==> config.mk <==
export PLATFORM = sky130hd
export DESIGN_NAME = pred_ctx_seq
export DESIGN_NICKNAME = d
export VERILOG_FILES = /design/src/rtl/pred_ctx_pkg.sv /design/src/rtl/pred_ctx_mem.sv /design/src/rtl/pred_ctx_seq.sv
export SDC_FILE = /design/constraint.sdc
export NUM_CORES = 1
export LEC_CHECK = 0
export CAP_MARGIN = 10
export CORE_MARGIN = 1
export CORE_UTILIZATION = 45
export DETAILED_ROUTE_END_ITERATION = 10
export SYNTH_ARGS = -nofsm -noshare
export SYNTH_HDL_FRONTEND = slang
export SYNTH_SLANG_ARGS = --single-unit
==> constraint.sdc <==
create_clock -name CLK -period 5.95 [get_ports CLK]
set_input_delay 0.8925 -clock CLK [delete_from_list [all_inputs] [get_ports CLK]]
set_output_delay 0.8925 -clock CLK [all_outputs]
set_load 0.05 [all_outputs]
==> src/rtl/pred_ctx_pkg.sv <==
// Shared definitions for the predicate-path context sequencer: context word
// layout, NOP word and sequencer states.
package pred_ctx_pkg;

  localparam int unsigned CTX_W = 47;

  localparam int unsigned IN_LSB      = 0;
  localparam int unsigned IN_W        = 9;
  localparam int unsigned OUT_LSB     = 9;
  localparam int unsigned OUT_W       = 9;
  localparam int unsigned PUT_IN_LSB  = 18;
  localparam int unsigned PUT_IN_W    = 6;
  localparam int unsigned PUT_OUT_LSB = 24;
  localparam int unsigned PUT_OUT_W   = 6;
  localparam int unsigned PRED_LSB    = 30;
  localparam int unsigned PRED_W      = 6;
  localparam int unsigned SEND_LSB    = 36;
  localparam int unsigned SEND_W      = 6;
  localparam int unsigned PE2FU_LSB   = 42;
  localparam int unsigned PE2FU_W     = 4;
  localparam int unsigned WB_LSB      = 46;
  localparam int unsigned WB_W        = 1;

  // Entry 63 is a reserved scratch slot, so idle puts land there harmlessly.
  localparam logic [5:0] PRED_SCRATCH = 6'd63;

  localparam logic [CTX_W-1:0] NOP_WORD = {1'b0, 4'b1111, 6'd0, 6'd0,
                                           PRED_SCRATCH, PRED_SCRATCH,
                                           9'd0, 9'd0};

  typedef enum logic [1:0] {
    ST_IDLE,
    ST_RUN,
    ST_DONE
  } state_t;

endpackage

==> src/rtl/pred_ctx_mem.sv <==
// Context word store: synchronous write, combinational read (read of an
// address written in the same cycle returns the old word).
module pred_ctx_mem
  import pred_ctx_pkg::*;
#(
  parameter int unsigned DEPTH = 16,
  parameter int unsigned AW    = $clog2(DEPTH)
) (
  input  logic             clk,
  input  logic             we,
  input  logic [AW-1:0]    waddr,
  input  logic [CTX_W-1:0] wdata,
  input  logic [AW-1:0]    raddr,
  output logic [CTX_W-1:0] rdata
);

  logic [CTX_W-1:0] mem [DEPTH];

  always_ff @(posedge clk) begin
    if (we) mem[waddr] <= wdata;
  end

  assign rdata = mem[raddr];

endmodule

==> src/rtl/pred_ctx_seq.sv <==
// Predicate-path context sequencer: replays loaded context words for a
// programmed number of iterations, driving registered control fields.
module pred_ctx_seq
  import pred_ctx_pkg::*;
#(
  parameter int unsigned DEPTH = 16,
  parameter int unsigned AW    = $clog2(DEPTH)
) (
  input  logic             CLK,
  input  logic             RST,
  input  logic             cfg_we,
  input  logic [AW-1:0]    cfg_addr,
  input  logic [CTX_W-1:0] cfg_data,
  input  logic [AW:0]      cfg_len,
  input  logic [7:0]       cfg_iter,
  input  logic             start,
  input  logic             stall,
  output logic             busy,
  output logic             done,
  output logic             cfg_err,
  output logic [AW-1:0]    ctx_ptr,
  output logic [8:0]       control_in_p,
  output logic [8:0]       control_out_p,
  output logic [5:0]       control_put_in_p,
  output logic [5:0]       control_put_out_p,
  output logic [5:0]       control_pred,
  output logic [5:0]       control_send_p,
  output logic [3:0]       control_pe2fu_p,
  output logic             write_back_p
);

  localparam logic [AW:0] LEN_MAX = (AW+1)'(DEPTH);
  localparam logic [AW:0] LEN_ONE = (AW+1)'(1);

  state_t           state, state_n;
  logic [AW-1:0]    ptr, ptr_n;
  logic [7:0]       iter_cnt, iter_cnt_n, iter_q, iter_n;
  logic [AW:0]      len_q, len_n, len_clamped;
  logic [CTX_W-1:0] word_q, word_n, rdata;
  logic             busy_n, done_n, mem_we;

  pred_ctx_mem #(.DEPTH(DEPTH), .AW(AW)) u_mem (
    .clk   (CLK),
    .we    (mem_we),
    .waddr (cfg_addr),
    .wdata (cfg_data),
    .raddr (ptr),
    .rdata (rdata)
  );

  assign len_clamped = (cfg_len > LEN_MAX) ? LEN_MAX : cfg_len;

  // busy/done are registered alongside the outputs so they line up with the
  // issued words rather than with the internal state.
  always_comb begin
    state_n    = state;
    ptr_n      = ptr;
    iter_cnt_n = iter_cnt;
    len_n      = len_q;
    iter_n     = iter_q;
    word_n     = NOP_WORD;
    busy_n     = 1'b0;
    done_n     = 1'b0;
    mem_we     = 1'b0;
    unique case (state)
      ST_IDLE: begin
        mem_we = cfg_we;
        if (start) begin
          if (cfg_len == '0 || cfg_iter == '0) begin
            state_n = ST_DONE;
          end else begin
            state_n    = ST_RUN;
            len_n      = len_clamped;
            iter_n     = cfg_iter;
            ptr_n      = '0;
            iter_cnt_n = '0;
          end
        end
      end
      ST_RUN: begin
        busy_n = 1'b1;
        if (!stall) begin
          word_n = rdata;
          if ({1'b0, ptr} == len_q - LEN_ONE) begin
            ptr_n      = '0;
            iter_cnt_n = iter_cnt + 8'd1;
            if (iter_cnt == iter_q - 8'd1) state_n = ST_DONE;
          end else begin
            ptr_n = ptr + AW'(1);
          end
        end
      end
      ST_DONE: begin
        mem_we  = cfg_we;
        done_n  = 1'b1;
        state_n = ST_IDLE;
      end
      default: state_n = ST_IDLE;
    endcase
  end

  always_ff @(posedge CLK) begin
    if (RST) state <= ST_IDLE;
    else     state <= state_n;
  end

  always_ff @(posedge CLK) begin
    if (RST) begin
      ptr      <= '0;
      iter_cnt <= '0;
      iter_q   <= '0;
      len_q    <= '0;
      word_q   <= NOP_WORD;
      busy     <= 1'b0;
      done     <= 1'b0;
      cfg_err  <= 1'b0;
    end else begin
      ptr      <= ptr_n;
      iter_cnt <= iter_cnt_n;
      iter_q   <= iter_n;
      len_q    <= len_n;
      word_q   <= word_n;
      busy     <= busy_n;
      done     <= done_n;
      cfg_err  <= cfg_we && (state == ST_RUN);
    end
  end

  assign ctx_ptr           = ptr;
  assign control_in_p      = word_q[IN_LSB      +: IN_W];
  assign control_out_p     = word_q[OUT_LSB     +: OUT_W];
  assign control_put_in_p  = word_q[PUT_IN_LSB  +: PUT_IN_W];
  assign control_put_out_p = word_q[PUT_OUT_LSB +: PUT_OUT_W];
  assign control_pred      = word_q[PRED_LSB    +: PRED_W];
  assign control_send_p    = word_q[SEND_LSB    +: SEND_W];
  assign control_pe2fu_p   = word_q[PE2FU_LSB   +: PE2FU_W];
  assign write_back_p      = word_q[WB_LSB      +: WB_W];

endmodule

==> results.toml <==
[synthesis]
yosysWarnings = 0
yosys-top-cells-area = "edfxtp_1, mux4_2, dfxtp_1"
synth_nets = 1510
synth_compound_gate_area_share = 0.02537
synthMuxAreaShare = 0.1572
synthFlopType = "edfxtp_1"
yosysTopAreaCell = "edfxtp_1"
postSynthAreaPerCell_um2 = 21.76
ys_ff_latch = 829
yosysUniqueCellTypes = 49
yosysTopAreaCellShare = 0.7222
synth-simple-area-share = 0.02785
synth_xor_xnor_area_share = 0.004682
syn_area_um2 = 31270
synth_top_family_by_area = "multiplexers"
syn_inst = 1437
synth_edf_count = 752
synth_fa_ha_area_frac = 0.001601
synth-seq-area-share = 0.7715
synthArstFlopShare = 0

[clock_network]
ctsHoldBuffers = 0
clock_path_buffers = 3
cts_resized = 0
htree_levels = 3
numCtsBuffers = 88
cts.sinks = 829
insertion_delay_ns = 0.63
post_cts_buffers = 0
clkSlewWorstSetupHoldPaths_ns = 0.06
cts_tree = "built"
root_buffer = "clkbuf_16"

[grt]
grt_remaining_overflow = 0
track_usage = 0.1903
grt_first_pass_wirelength_um = 98790
first_global_vias = 15170
antenna_found_initial = 1
grt_start_max_net_pins = 68

[critical_path]
r2r_end = "iter_cnt[3]$_SDFFE_PP0P_"
worstSetupStartpointType = "register"
critPathTopFamily = "buffers and inverters"
cp-end-kind = "primary output"
cp.depth = 1
r2r-start = "ctx_ptr[0]$_SDFFE_PP0P_"
arrival_ns = 2.52
crit_fanout = 46
critPathRequiredTime_ns = 5.06
ff2ff_path_depth = 6
slowest_delay_ns = 0.95
cp_num_buf_inv = 1
worstSetupPathType = "register to primary output"
r2r_slack_ns = 2.99
cp_cell_sequence = "clkdlybuf4s50_1"
cpMaxStageDelayCell = "clkdlybuf4s50_1"

[timing]
post-route-period-util = 0.5737
grt_setup_unrepaired = "false"
skew_ns = 0.02423
whs_ns = 0.4785
worstMarginPinSlew_ns = 1.154
setup-violations-final = 0
clock.fmax_mhz = 292.9
relSlewSlack = 0.2286
setup-tns-final_ns = 0
fin_crit_ns = 3.414
finalHoldViolCount = 0
drv_slew = 0
fin_ws_ns = 2.536

[cells_and_area]
mostFrequentLayoutCell = "edfxtp_1"
final_cell_mix = "edfxtp_1, mux4_2, clkdlybuf4s50_1, clkbuf_16, dfxtp_1"
multiInputGateArea_um2 = 6887
regArea_um2 = 24140
area_growth_pct = 16.43
drive_above_1_share = 0.2347
num_antenna_cells = 0
fillers = 5367
final_cells = 2610
fin_nets = 1681

[placed_design]
place_hpwl_um = 37680
dp_worst_setup_slack_ns = 2.165
port_buffers = 122
place_congestion = 0.8092
dp.cells = 2449

[run_status]
status = "finished clean"

[floorplanning]
core_um2 = 68710
fp.dieW_um = 265.6
die_area_um2 = 70540
ioPinCount = 123
rows = 96
chipHeight_um = 265.6
initial_core_util = 0.4551

[pwr]
p_comb_frac = 0.056
clkPwrFrac = 0.415
powerDensity_nw_per_um2 = 334.7
intPower_mw = 9.605
seqPwrFrac = 0.529
netSwitchingFraction = 0.2119
leakage_nw = 10.99
p_sw_mw = 2.582
ir_worst_vdd_v = 0.0002024

[worst_hold_path]
hold_end = "iter_q[7]$_SDFFE_PP0P_"
hold_class = "register to register"
hold_path_depth = 2
worstHoldStart = "iter_q[7]$_SDFFE_PP0P_"

[route]
dr.pass1.iters = 5
drtIter0Drc = 1260
drc_errors = 0
ant_nets = 0
wl_per_cell_um = 25.10
via_per_inst = 5.636
routed_wl_um = 65500
vias = 14710

[job]
maxCapViolations = 0
==> layout make-up <==
cell class                 count  share of cell area
clock buffer                 121             0.06530
clock inverter                40            0.008179
inverter                       7           0.0007217
multi-input combinational    524              0.1892
sequential                   829              0.6630
tap                          931             0.03200
timing repair buffer         158             0.04165
==> power groups by stage <==
stage                     registers [mW]  logic [mW]  clock network [mW]
after floorplan                     6.60       0.390                   0
after global placement              6.57       0.690                   0
after detailed placement            6.57       0.696                   0
after CTS                           6.45       0.698                5.18
after global routing                6.45       0.735                5.40
final                               6.45       0.682                5.06
==> synth_stat cells, types with 3 or more instances <==
library cell,instances
edfxtp_1,752
mux4_2,204
dfxtp_1,77
a211oi_1,62
clkbuf_1,44
nor2b_1,34
mux2i_1,32
buf_2,29
nand2_1,24
nor2_1,22
a21oi_1,20
or2_2,16
nor3_1,14
nand3_1,13
xnor2_1,8
inv_1,7
nand2b_1,6
or4_1,6
xor2_1,6
nand4b_1,5
nor4_1,5
o31ai_1,5
a21boi_0,4
ha_1,4
a22o_1,3
a32oi_1,3
and3_1,3
o21ai_0,3
==> per-layer routing <==
| metal | vias to the layer above | track usage | part of all wire |
|---|---|---|---|
| met5 | - | 0 | 0.00018 |
| met4 | 2 | 0.05095 | 0.019 |
| met3 | 93 | 0.03620 | 0.051 |
| met2 | 400 | 0.3051 | 0.49 |
| met1 | 7841 | 0.2689 | 0.44 |
| li1 | 6374 | - | - |
==> sequential cells by signal, indices dropped and copies added, names as in the netlist <==
register,count
busy,1
cfg_err,1
ctx_ptr,4
done,1
iter_cnt,8
iter_q,8
len_q,5
state,2
u_mem.mem,752
word_q,47
==> cell families after synthesis <==
| family | Yosys count |
|---|---|
| AO/OA/AOI/OAI | 111 |
| XOR/XNOR | 15 |
| adder cells (fa/ha/maj) | 4 |
| buffers and inverters | 84 |
| flip-flops | 829 |
| multiplexers | 236 |
| AND/OR/NAND/NOR | 158 |
==> worst max-delay path by stage <==
stage	from	slack (ns)	endpoint
2_1_floorplan	cfg_we	0.78	u_mem.mem[2][0]$_DFFE_PP_
3_3_place_gp	cfg_we	2.13	u_mem.mem[4][18]$_DFFE_PP_
3_5_place_dp	cfg_we	2.17	u_mem.mem[8][30]$_DFFE_PP_
4_1_cts	ctx_ptr[3]$_SDFFE_PP0P_	2.47	ctx_ptr[3]
5_1_grt	ctx_ptr[3]$_SDFFE_PP0P_	2.42	ctx_ptr[3]
6_report	ctx_ptr[3]$_SDFFE_PP0P_	2.54	ctx_ptr[3]
==> per-stage QoR <==
step	area [µm²]	util	power [mW]
finish	36410	0.5299	12.19
CTS	36410	0.5299	12.33
detailed placement	33730	0.4910	7.267
global route	36410	0.5299	12.59
global placement	33730	0.4910	7.258
floorplan	31270	-	6.992
Power figures use the tool's default switching activity.
